--- config.mk ---
export PLATFORM = sky130hd
export DESIGN_NAME = branch_predictor_flat
export DESIGN_NICKNAME = d
export VERILOG_FILES = /design/src/rtl/branch_predictor_if.sv /design/src/rtl/branch_predictor.sv /design/src/flat_wrapper.sv
export SDC_FILE = /design/constraint.sdc
export NUM_CORES = 1
export LEC_CHECK = 0
export BUFFER_PORTS_ARGS = -buffer_cell sky130_fd_sc_hd__buf_2
export CAP_MARGIN = 30
export CELL_PAD_IN_SITES_DETAIL_PLACEMENT = 1
export CELL_PAD_IN_SITES_GLOBAL_PLACEMENT = 2
export CORE_UTILIZATION = 34
export DETAILED_ROUTE_END_ITERATION = 10
export PLACE_DENSITY = 0.88
export SLEW_MARGIN = 20
export SYNTH_ARGS = -nofsm -noshare
export SYNTH_HDL_FRONTEND = slang
export SYNTH_SLANG_ARGS = --single-unit
--- constraint.sdc ---
create_clock -name clk_i -period 3.4 [get_ports clk_i]
set_clock_uncertainty 0.1 [all_clocks]
set_input_delay 0.17 -clock clk_i [delete_from_list [all_inputs] [get_ports clk_i]]
set_output_delay 0.17 -clock clk_i [all_outputs]
set_load 0.01 [all_outputs]
--- src/rtl/branch_predictor_if.sv ---
// Bundle between the ID/EX pipeline stages and the branch predictor.
// The slave modport is the predictor's view; the master modport is the
// pipeline's view (drives the ID/EX inputs and consumes the outputs).
//   ID_Branch_i, ID_Stall_i, ID_PC_i, ID_immExtended_i : ID-stage inputs
//   EX_Taken_i                                         : EX-stage outcome
//   Predict_o, Flush_o, PC_Correct_o                   : prediction / redirect
//   branch_cnt_o, mispredict_cnt_o                     : perf counters
interface branch_predictor_if #(
  parameter int COUNT_W = 32
);
  logic               ID_Branch_i;
  logic               ID_Stall_i;
  logic [31:0]        ID_PC_i;
  logic [31:0]        ID_immExtended_i;
  logic               EX_Taken_i;
  logic               Predict_o;
  logic               Flush_o;
  logic [31:0]        PC_Correct_o;
  logic [COUNT_W-1:0] branch_cnt_o;
  logic [COUNT_W-1:0] mispredict_cnt_o;

  modport slave (
    input  ID_Branch_i, ID_Stall_i, ID_PC_i, ID_immExtended_i, EX_Taken_i,
    output Predict_o, Flush_o, PC_Correct_o, branch_cnt_o, mispredict_cnt_o
  );

  modport master (
    output ID_Branch_i, ID_Stall_i, ID_PC_i, ID_immExtended_i, EX_Taken_i,
    input  Predict_o, Flush_o, PC_Correct_o, branch_cnt_o, mispredict_cnt_o
  );
endinterface

--- src/rtl/branch_predictor.sv ---
// Dynamic 2-bit saturating-counter branch predictor with EX-stage resolver.
// Predicts the branch in ID from a PC-indexed counter table, carries the
// prediction into EX, flags mispredicts there (flush + corrected PC), trains
// the table and maintains branch / mispredict perf counters.
// Ports:
//   clk_i : clock
//   rst_i : synchronous active-high reset
//   bp    : branch_predictor_if.slave (ID/EX inputs, prediction, redirect, counters)
module branch_predictor #(
  parameter int         INDEX_BITS = 4,
  parameter logic [1:0] INIT_STATE = 2'b11,
  parameter int         COUNT_W    = 32
) (
  input  logic               clk_i,
  input  logic               rst_i,
  branch_predictor_if.slave  bp
);

  localparam int ENTRIES = 1 << INDEX_BITS;

  logic [1:0]            ctr_table_r [ENTRIES];
  logic [INDEX_BITS-1:0] idx_s;
  logic                  predict_s;
  logic                  mis_s;
  logic                  flush_s;

  logic                  ex_valid_r;
  logic                  ex_pred_r;
  logic [INDEX_BITS-1:0] ex_idx_r;
  logic [31:0]           ex_pc4_r;
  logic [31:0]           ex_tgt_r;
  logic [COUNT_W-1:0]    branch_cnt_r;
  logic [COUNT_W-1:0]    mispredict_cnt_r;

  // Saturating 2-bit counter step toward the actual outcome.
  function automatic logic [1:0] sat_update(input logic [1:0] state, input logic taken);
    logic [1:0] next_state;
    case ({taken, state})
      3'b1_11: next_state = 2'b11;
      3'b0_00: next_state = 2'b00;
      3'b1_00, 3'b1_01, 3'b1_10: next_state = state + 2'd1;
      3'b0_01, 3'b0_10, 3'b0_11: next_state = state - 2'd1;
      default: next_state = state;
    endcase
    return next_state;
  endfunction

  // Table lookup for ID and mispredict resolution for EX.
  always_comb begin
    idx_s     = bp.ID_PC_i[INDEX_BITS+1:2];
    // The table is only written at the clock edge, so a same-cycle training
    // of this index is not yet visible here: the old value is used.
    predict_s = bp.ID_Branch_i & ctr_table_r[idx_s][1];
    mis_s     = ex_valid_r & (ex_pred_r != bp.EX_Taken_i);
    flush_s   = mis_s & ~rst_i;
  end

  // Drive the interface outputs.
  always_comb begin
    bp.Predict_o        = predict_s;
    bp.Flush_o          = flush_s;
    bp.branch_cnt_o     = branch_cnt_r;
    bp.mispredict_cnt_o = mispredict_cnt_r;
    if (ex_valid_r) begin
      // A taken prediction was wrong -> fall through; otherwise go to target.
      bp.PC_Correct_o = ex_pred_r ? ex_pc4_r : ex_tgt_r;
    end else begin
      bp.PC_Correct_o = 32'h0000_0000;
    end
  end

  // Counter table, EX slot and perf counters.
  always_ff @(posedge clk_i) begin
    if (rst_i) begin
      for (int i = 0; i < ENTRIES; i++) begin
        ctr_table_r[i] <= INIT_STATE;
      end
      ex_valid_r       <= 1'b0;
      ex_pred_r        <= 1'b0;
      ex_idx_r         <= '0;
      ex_pc4_r         <= 32'h0000_0000;
      ex_tgt_r         <= 32'h0000_0000;
      branch_cnt_r     <= '0;
      mispredict_cnt_r <= '0;
    end else begin
      // Resolve and train the branch in EX; this happens even under stall.
      if (ex_valid_r) begin
        ctr_table_r[ex_idx_r] <= sat_update(ctr_table_r[ex_idx_r], bp.EX_Taken_i);
        branch_cnt_r          <= branch_cnt_r + COUNT_W'(1);
        if (mis_s) begin
          mispredict_cnt_r <= mispredict_cnt_r + COUNT_W'(1);
        end else begin
          mispredict_cnt_r <= mispredict_cnt_r;
        end
      end else begin
        branch_cnt_r     <= branch_cnt_r;
        mispredict_cnt_r <= mispredict_cnt_r;
      end

      // Flush outranks stall: the ID instruction is wrong-path either way.
      if (flush_s) begin
        ex_valid_r <= 1'b0;
      end else if (bp.ID_Stall_i) begin
        ex_valid_r <= 1'b0;
      end else begin
        ex_valid_r <= bp.ID_Branch_i;
        ex_pred_r  <= predict_s;
        ex_idx_r   <= idx_s;
        ex_pc4_r   <= bp.ID_PC_i + 32'd4;
        ex_tgt_r   <= bp.ID_PC_i + (bp.ID_immExtended_i << 1);
      end
    end
  end

endmodule

--- src/flat_wrapper.sv ---
// flat-port wrapper written by rule: the top's interface ports become plain ports
module branch_predictor_flat 
#(
  parameter int         INDEX_BITS = 4,
  parameter logic [1:0] INIT_STATE = 2'b11,
  parameter int         COUNT_W    = 32
)
  (clk_i, rst_i, bp_ID_Branch_i, bp_ID_Stall_i, bp_ID_PC_i, bp_ID_immExtended_i, bp_EX_Taken_i, bp_Predict_o, bp_Flush_o, bp_PC_Correct_o, bp_branch_cnt_o, bp_mispredict_cnt_o);
  branch_predictor_if #(.COUNT_W(COUNT_W)) bp_i ();
  input  logic clk_i;
  input  logic rst_i;
  input wire logic [$bits(bp_i.ID_Branch_i)-1:0] bp_ID_Branch_i;
  input wire logic [$bits(bp_i.ID_Stall_i)-1:0] bp_ID_Stall_i;
  input wire logic [$bits(bp_i.ID_PC_i)-1:0] bp_ID_PC_i;
  input wire logic [$bits(bp_i.ID_immExtended_i)-1:0] bp_ID_immExtended_i;
  input wire logic [$bits(bp_i.EX_Taken_i)-1:0] bp_EX_Taken_i;
  output wire logic [$bits(bp_i.Predict_o)-1:0] bp_Predict_o;
  output wire logic [$bits(bp_i.Flush_o)-1:0] bp_Flush_o;
  output wire logic [$bits(bp_i.PC_Correct_o)-1:0] bp_PC_Correct_o;
  output wire logic [$bits(bp_i.branch_cnt_o)-1:0] bp_branch_cnt_o;
  output wire logic [$bits(bp_i.mispredict_cnt_o)-1:0] bp_mispredict_cnt_o;
  assign bp_i.ID_Branch_i = bp_ID_Branch_i;
  assign bp_i.ID_Stall_i = bp_ID_Stall_i;
  assign bp_i.ID_PC_i = bp_ID_PC_i;
  assign bp_i.ID_immExtended_i = bp_ID_immExtended_i;
  assign bp_i.EX_Taken_i = bp_EX_Taken_i;
  assign bp_Predict_o = bp_i.Predict_o;
  assign bp_Flush_o = bp_i.Flush_o;
  assign bp_PC_Correct_o = bp_i.PC_Correct_o;
  assign bp_branch_cnt_o = bp_i.branch_cnt_o;
  assign bp_mispredict_cnt_o = bp_i.mispredict_cnt_o;
  branch_predictor #(.INDEX_BITS(INDEX_BITS), .INIT_STATE(INIT_STATE), .COUNT_W(COUNT_W)) u_core (.clk_i(clk_i), .rst_i(rst_i), .bp(bp_i));
endmodule
==> Word level (Yosys, flattened, before mapping) <==
Memory sizes are Yosys's and may differ from the RTL's. A register that Yosys moved wholly into a read port is not among the register bits.
Index checks and enable logic that the tools add are counted.
{ "word_totals": {"output_inout_bits": 98, "ff_bits": 134, "ramBits": 32, "in_bits": 69, "memories": 1} }
{ "classes": {"muxes": 15, "add_sub_neg": 6, "n_eq_ne": 8, "n_bitwise": 6, "n_reduce_logical": 7} }
{ "mem_list": {"columns": ["memory", "depth", "word_bits", "rd", "rd_clocked_by_memory_dff", "wr", "line_no", "rtl"], "rows": [
  ["u_core.ctr_table_r", 16, 2, 2, 1, 16, "branch_predictor.sv:21", "logic [1:0] ctr_table_r [ENTRIES];"]
]} }
{ "ops": {"columns": ["cell", "n"], "rows": [
  ["$add A32 B1 Y32 const B", 2],
  ["$mux W32", 2],
  ["$add A32 B3 Y32 const B", 1],
  ["$add A32 B32 Y32", 1],
  ["$eq A3 B3 Y1 const B", 4],
  ["$mux W4", 3],
  ["$reduce_or A3 Y1", 3],
  ["$pmux W2 S4", 1],
  ["$eq A3 B2 Y1 const B", 2],
  ["$mux W1", 6],
  ["$mux W2", 3],
  ["$reduce_and A2 Y1", 2],
  ["$and A1 B1 Y1", 3],
  ["$eq A3 B1 Y1 const B", 1],
  ["$logic_not A3 Y1", 1],
  ["$not A1 Y1", 3],
  ["$add A2 B1 Y2 const B", 1],
  ["$reduce_or A2 Y1", 1],
  ["$sub A2 B1 Y2 const B", 1],
  ["$ne A1 B1 Y1", 1]
]} }

==> Logic depth before layout (Yosys ltp) <==
{ "depth": {"ltp_word": 7, "mapped_depth": 11, "ltp_nobuf": 11} }

==> Worst setup path after synthesis <==
Ideal clock, no wire load.
{ "synth_timing": {"path_type": "input-to-reg", "startpoint": "in bp_ID_PC_i[2]", "endpoint": "reg u_core.ex_tgt_r[29]", "stages": 11, "required_ns": 3.221, "n_path_buf": 1, "slack_ns": 0.831, "arrival_time_ns": 2.390, "setup_ns": 0.079, "path_cell_list": "clkbuf_1 inv_1 fa_1 nand2b_1 a21oi_1 o21ai_0 nand3_1 a31o_2 a21oi_1 or4_1 o211ai_1"} }
{ "synth_via": {"elab_chain_len": 1} }
{ "synth_lines": {"columns": ["element", "line_no", "rtl"], "rows": [
  ["start: declaration", "flat_wrapper.sv:14", "input wire logic [$bits(bp_i.ID_PC_i)-1:0] bp_ID_PC_i;"],
  ["$add A32 B32 Y32", "branch_predictor.sv:110", "ex_tgt_r <= bp.ID_PC_i + (bp.ID_immExtended_i << 1);"],
  ["end signal: assignment", "branch_predictor.sv:110", null],
  ["end: declaration", "branch_predictor.sv:31", "logic [31:0] ex_tgt_r;"]
]} }
Every way passes these cells.
A chain may end at the register's enable or synchronous reset.

==> Worst setup path after layout <==
{ "layout_timing": {"startpoint": "in bp_ID_PC_i[1]", "endpoint": "reg u_core.ex_tgt_r[29]"} }
The elaborated chain is that of the path after synthesis.

==> results.cfg <==
[placement]
place.port_buffers = 165
gp_congestion = 0.8819
dp_hpwl_um = 20680

[power_and_ir_drop]
static-leakage-power_nw = 4.379
clock_power_share_pct = 41.7
power_density_nw_per_um2 = 431.0
internal-power_w = 0.003530
power.switching_fraction_pct = 27.69
largest_voltage_drop_on_the_vdd_net_mv = 0.2816
power_frac_comb_pct = 13.9
sequential_group_share_of_total_power_pct = 44.4
power.net_switching_w = 0.001352

[route]
first_pass_iters = 4
drt_wl_total_um = 28140
number_of_nets_still_failing_antenna_checks_after_routing = 0
routed-via-count = 8303
initialDrtViolationCount = 506
number_of_drc_violations_after_detailed_routing = 0
detail_route.vias_per_cell = 5.110
drt-wirelength-per-cell_um = 17.32

[critical_path]
worstPathCellList = dlygate4sd3_1 -> buf_2 -> ha_1 -> inv_1 -> fa_1 -> nand2b_1 -> a21oi_1 -> o21ai_0 -> nand3_1 -> a31o_2 -> a21oi_1 -> or4_1 -> o211ai_1
timing.critical_path.mode_cell = sky130_fd_sc_hd__a21oi_1
slowest_stage = sky130_fd_sc_hd__dlygate4sd3_1
highest_fanout_seen_on_the_critical_path = 4
worstSetupEndpointType = register
crit_arrival_ns = 3.24
critPathTopFamily = simple AND/OR/NAND/NOR gates
timing.setup.critical_path_class = in -> reg
setup.worst_path.start_class = input pin
r2r_slack_ns = 0.49
cp_slowest_stage_delay_ns = 0.52
req_time_crit_path_ns = 3.63
worst-path-buf-inv = 3

[logic_synthesis]
synth_area_per_cell_um2 = 8.708
synth_top_area_share_pct = 28.90
post_synth_instance_area_um2 = 9492
top_cells_by_area_in_the_synthesized_netlist = sky130_fd_sc_hd__dfxtp_1, sky130_fd_sc_hd__edfxtp_1, sky130_fd_sc_hd__nand2_1, sky130_fd_sc_hd__xor2_1, sky130_fd_sc_hd__nor2_1
number_of_warnings_issued_by_yosys = 0
mappedNetlistNets = 1193
synth_top_flop_cell = sky130_fd_sc_hd__dfxtp_1
synth-seq-cells = 169
post-synth-top-area-cell = sky130_fd_sc_hd__dfxtp_1
synth_seq_area_share_pct = 39.02
synth.cells.most_frequent = sky130_fd_sc_hd__nand2_1, sky130_fd_sc_hd__dfxtp_1, sky130_fd_sc_hd__nor2_1
postSynth.asyncResetShare_pct = 0
synthesis.instances = 1090
synth_enable_flop_cells = 32
synthMostInstantiatedCell = sky130_fd_sc_hd__nand2_1
synth_cell_types = 61

[cts]
path_clk_slew_ns = 0.07
cts_root_buffer = sky130_fd_sc_hd__clkbuf_16
cts_resized = 0
cts.sinks = 169
cts-htree-levels = 4
cts_buffers = 17
clk-insertion-delay-late_ns = 0.42
cts-root-to-sink-buffers = 2
tritoncts = yes

[run_status]
outcome = finished, final reports clean

[timing]
hold_viol_final = 0
worstMarginPinSlew_ns = 0.8142
fin_tns_setup_ns = 0
slew_limit_fails = 0
final.period_utilization_pct = 88.36
finalCriticalPeriod_ns = 3.004
relative_slew_slack_pct = 45.72
hold_ws_ns = 0.01395
rsz_0062_raised_after_global_routing = no
setup_violations = 0
maximum_frequency_from_static_timing_analysis_mhz = 332.8

[global_routing]
largest_net_degree_at_the_start_of_global_routing = 75
first_global_vias = 8531
gr-total-overflow = 0
wire_length_of_the_first_global_routing_pass_um = 45650
grt_antenna_before_repair = 0
grt_usage_pct = 20.12

[floorplanning]
floorplan.rows = 60
initial_utilization_pct = 34.93
ioPinCount = 167
design.core.area_um2 = 27180
floorplan.die.height_um = 169.1
die_area_um2 = 28590
die_outline_width_um = 169.1

[final_layout]
layout.filler_cells = 3263
flow.area_growth_from_synthesis_pct = 19.33
fraction_of_final_layout_cells_sized_beyond_drive_strength_1_pct = 20.59
antenna_cells = 0
fin_nets = 1343

[worst_hold_path]
min_path_type = in -> reg

[job]
drv.max_cap_violation_count = 0
## sequential cells by signal, indices dropped and copies added, names as in the netlist, named ones only
register / flops
u_core.ex_valid_r: 1
u_core.ex_tgt_r: 32
u_core.ex_idx_r: 4
u_core.bp.branch_cnt_o: 32
u_core.ex_pc4_r: 31
u_core.ex_pred_r: 1
u_core.bp.mispredict_cnt_o: 32
u_core.ctr_table_r: 32
## metal layers
metal	wire length, µm	global-route usage [%]	up-vias
li1	-	-	4086
met1	13000	26.02	4045
met2	14060	35.61	151
met3	835	2.876	21
met4	250	3.917	0
met5	0	0	-
## kinds of logic (layout without fill, tap and decap cells)
family	Yosys count	in the layout	share of synthesized area, %
adders and majority gates	38	38	5.036
buffers and inverters	70	233	3.177
DFF	169	169	39.02
xor gates and xnor gates	102	102	9.412
and+or+nand+nor	480	480	24.37
muxes	54	54	7.870
AOI/OAI and AO/OA	177	177	11.11
## power groups by stage
stage / registers (W) / logic [W] / clock network (W)
after floorplan: 0.00219 / 0.000475 / 0
after global placement: 0.00221 / 0.000656 / 0
after detailed placement: 0.00221 / 0.000670 / 0
after CTS: 0.00217 / 0.000681 / 0.00209
after global routing: 0.00218 / 0.000758 / 0.00218
final: 0.00217 / 0.000677 / 0.00204
## through the flow
step	util, %	std cells	cell area (µm²)	setup slack, ns	total power (W)
finish	41.68	1625	11330	0.3956	0.004882
global route	41.68	1625	11330	0.2445	0.005112
CTS	41.68	1625	11330	0.4185	0.004940
detailed placement	39.16	1586	10640	0.4971	0.002884
global placement	39.16	1586	10640	0.5716	0.002867
floorplan	-	1090	9492	0.8314	0.002664
## repair_timing
item	CTS	global route
hold endpoints to repair	7	0
hold buffers	7	0
setup endpoints to repair	0	0
buffers inserted	0	0
## cell type report
class	instances	area (µm²)	area share (%)
inverters	18	67.56	0.5966
repair buffers	183	980.9	8.661
multi-input cells	851	5494	48.51
flip-flops and latches	169	3705	32.71
clock buffers	21	493.0	4.353
well taps	372	465.4	4.110
clock inverters	11	120.1	1.061
## final timing paths
| check | to | cells past startpoint | startpoint |
|---|---|---|---|
| max | u_core.ex_tgt_r[29] | 13 | bp_ID_PC_i[1] |
| min | u_core.ex_pc4_r[22] | 4 | bp_ID_PC_i[22] |
| max reg2reg | u_core.ctr_table_r[8][0] | 5 | register |
| min reg2reg | u_core.ex_tgt_r[8] | 2 | u_core.ex_tgt_r[8] |
## cells in the final DEF, fill, tap and decap left out, drive strengths merged, types with 9 or more instances in the layout
cell	count
or2	19
a21o	14
inv	24
a21oi	66
nor3	14
ha	33
nor2	128
clkbuf	21
nand2	152
a211oi	27
nand2b	9
o21ai	47
mux4	12
nand4	19
and3	19
edfxtp	32
dfxtp	137
nand3	45
mux2i	38
xnor2	41
nor2b	34
and4	9
buf	176
or3	17
xor2	61
## worst min-delay path, cell delays in order
cell and delay, ns:
sky130_fd_sc_hd__buf_2 0.12, sky130_fd_sc_hd__xnor2_1 0.07, sky130_fd_sc_hd__nor2_1 0.08, sky130_fd_sc_hd__nor3_1 0.05
(Power assumes the default switching activity.)
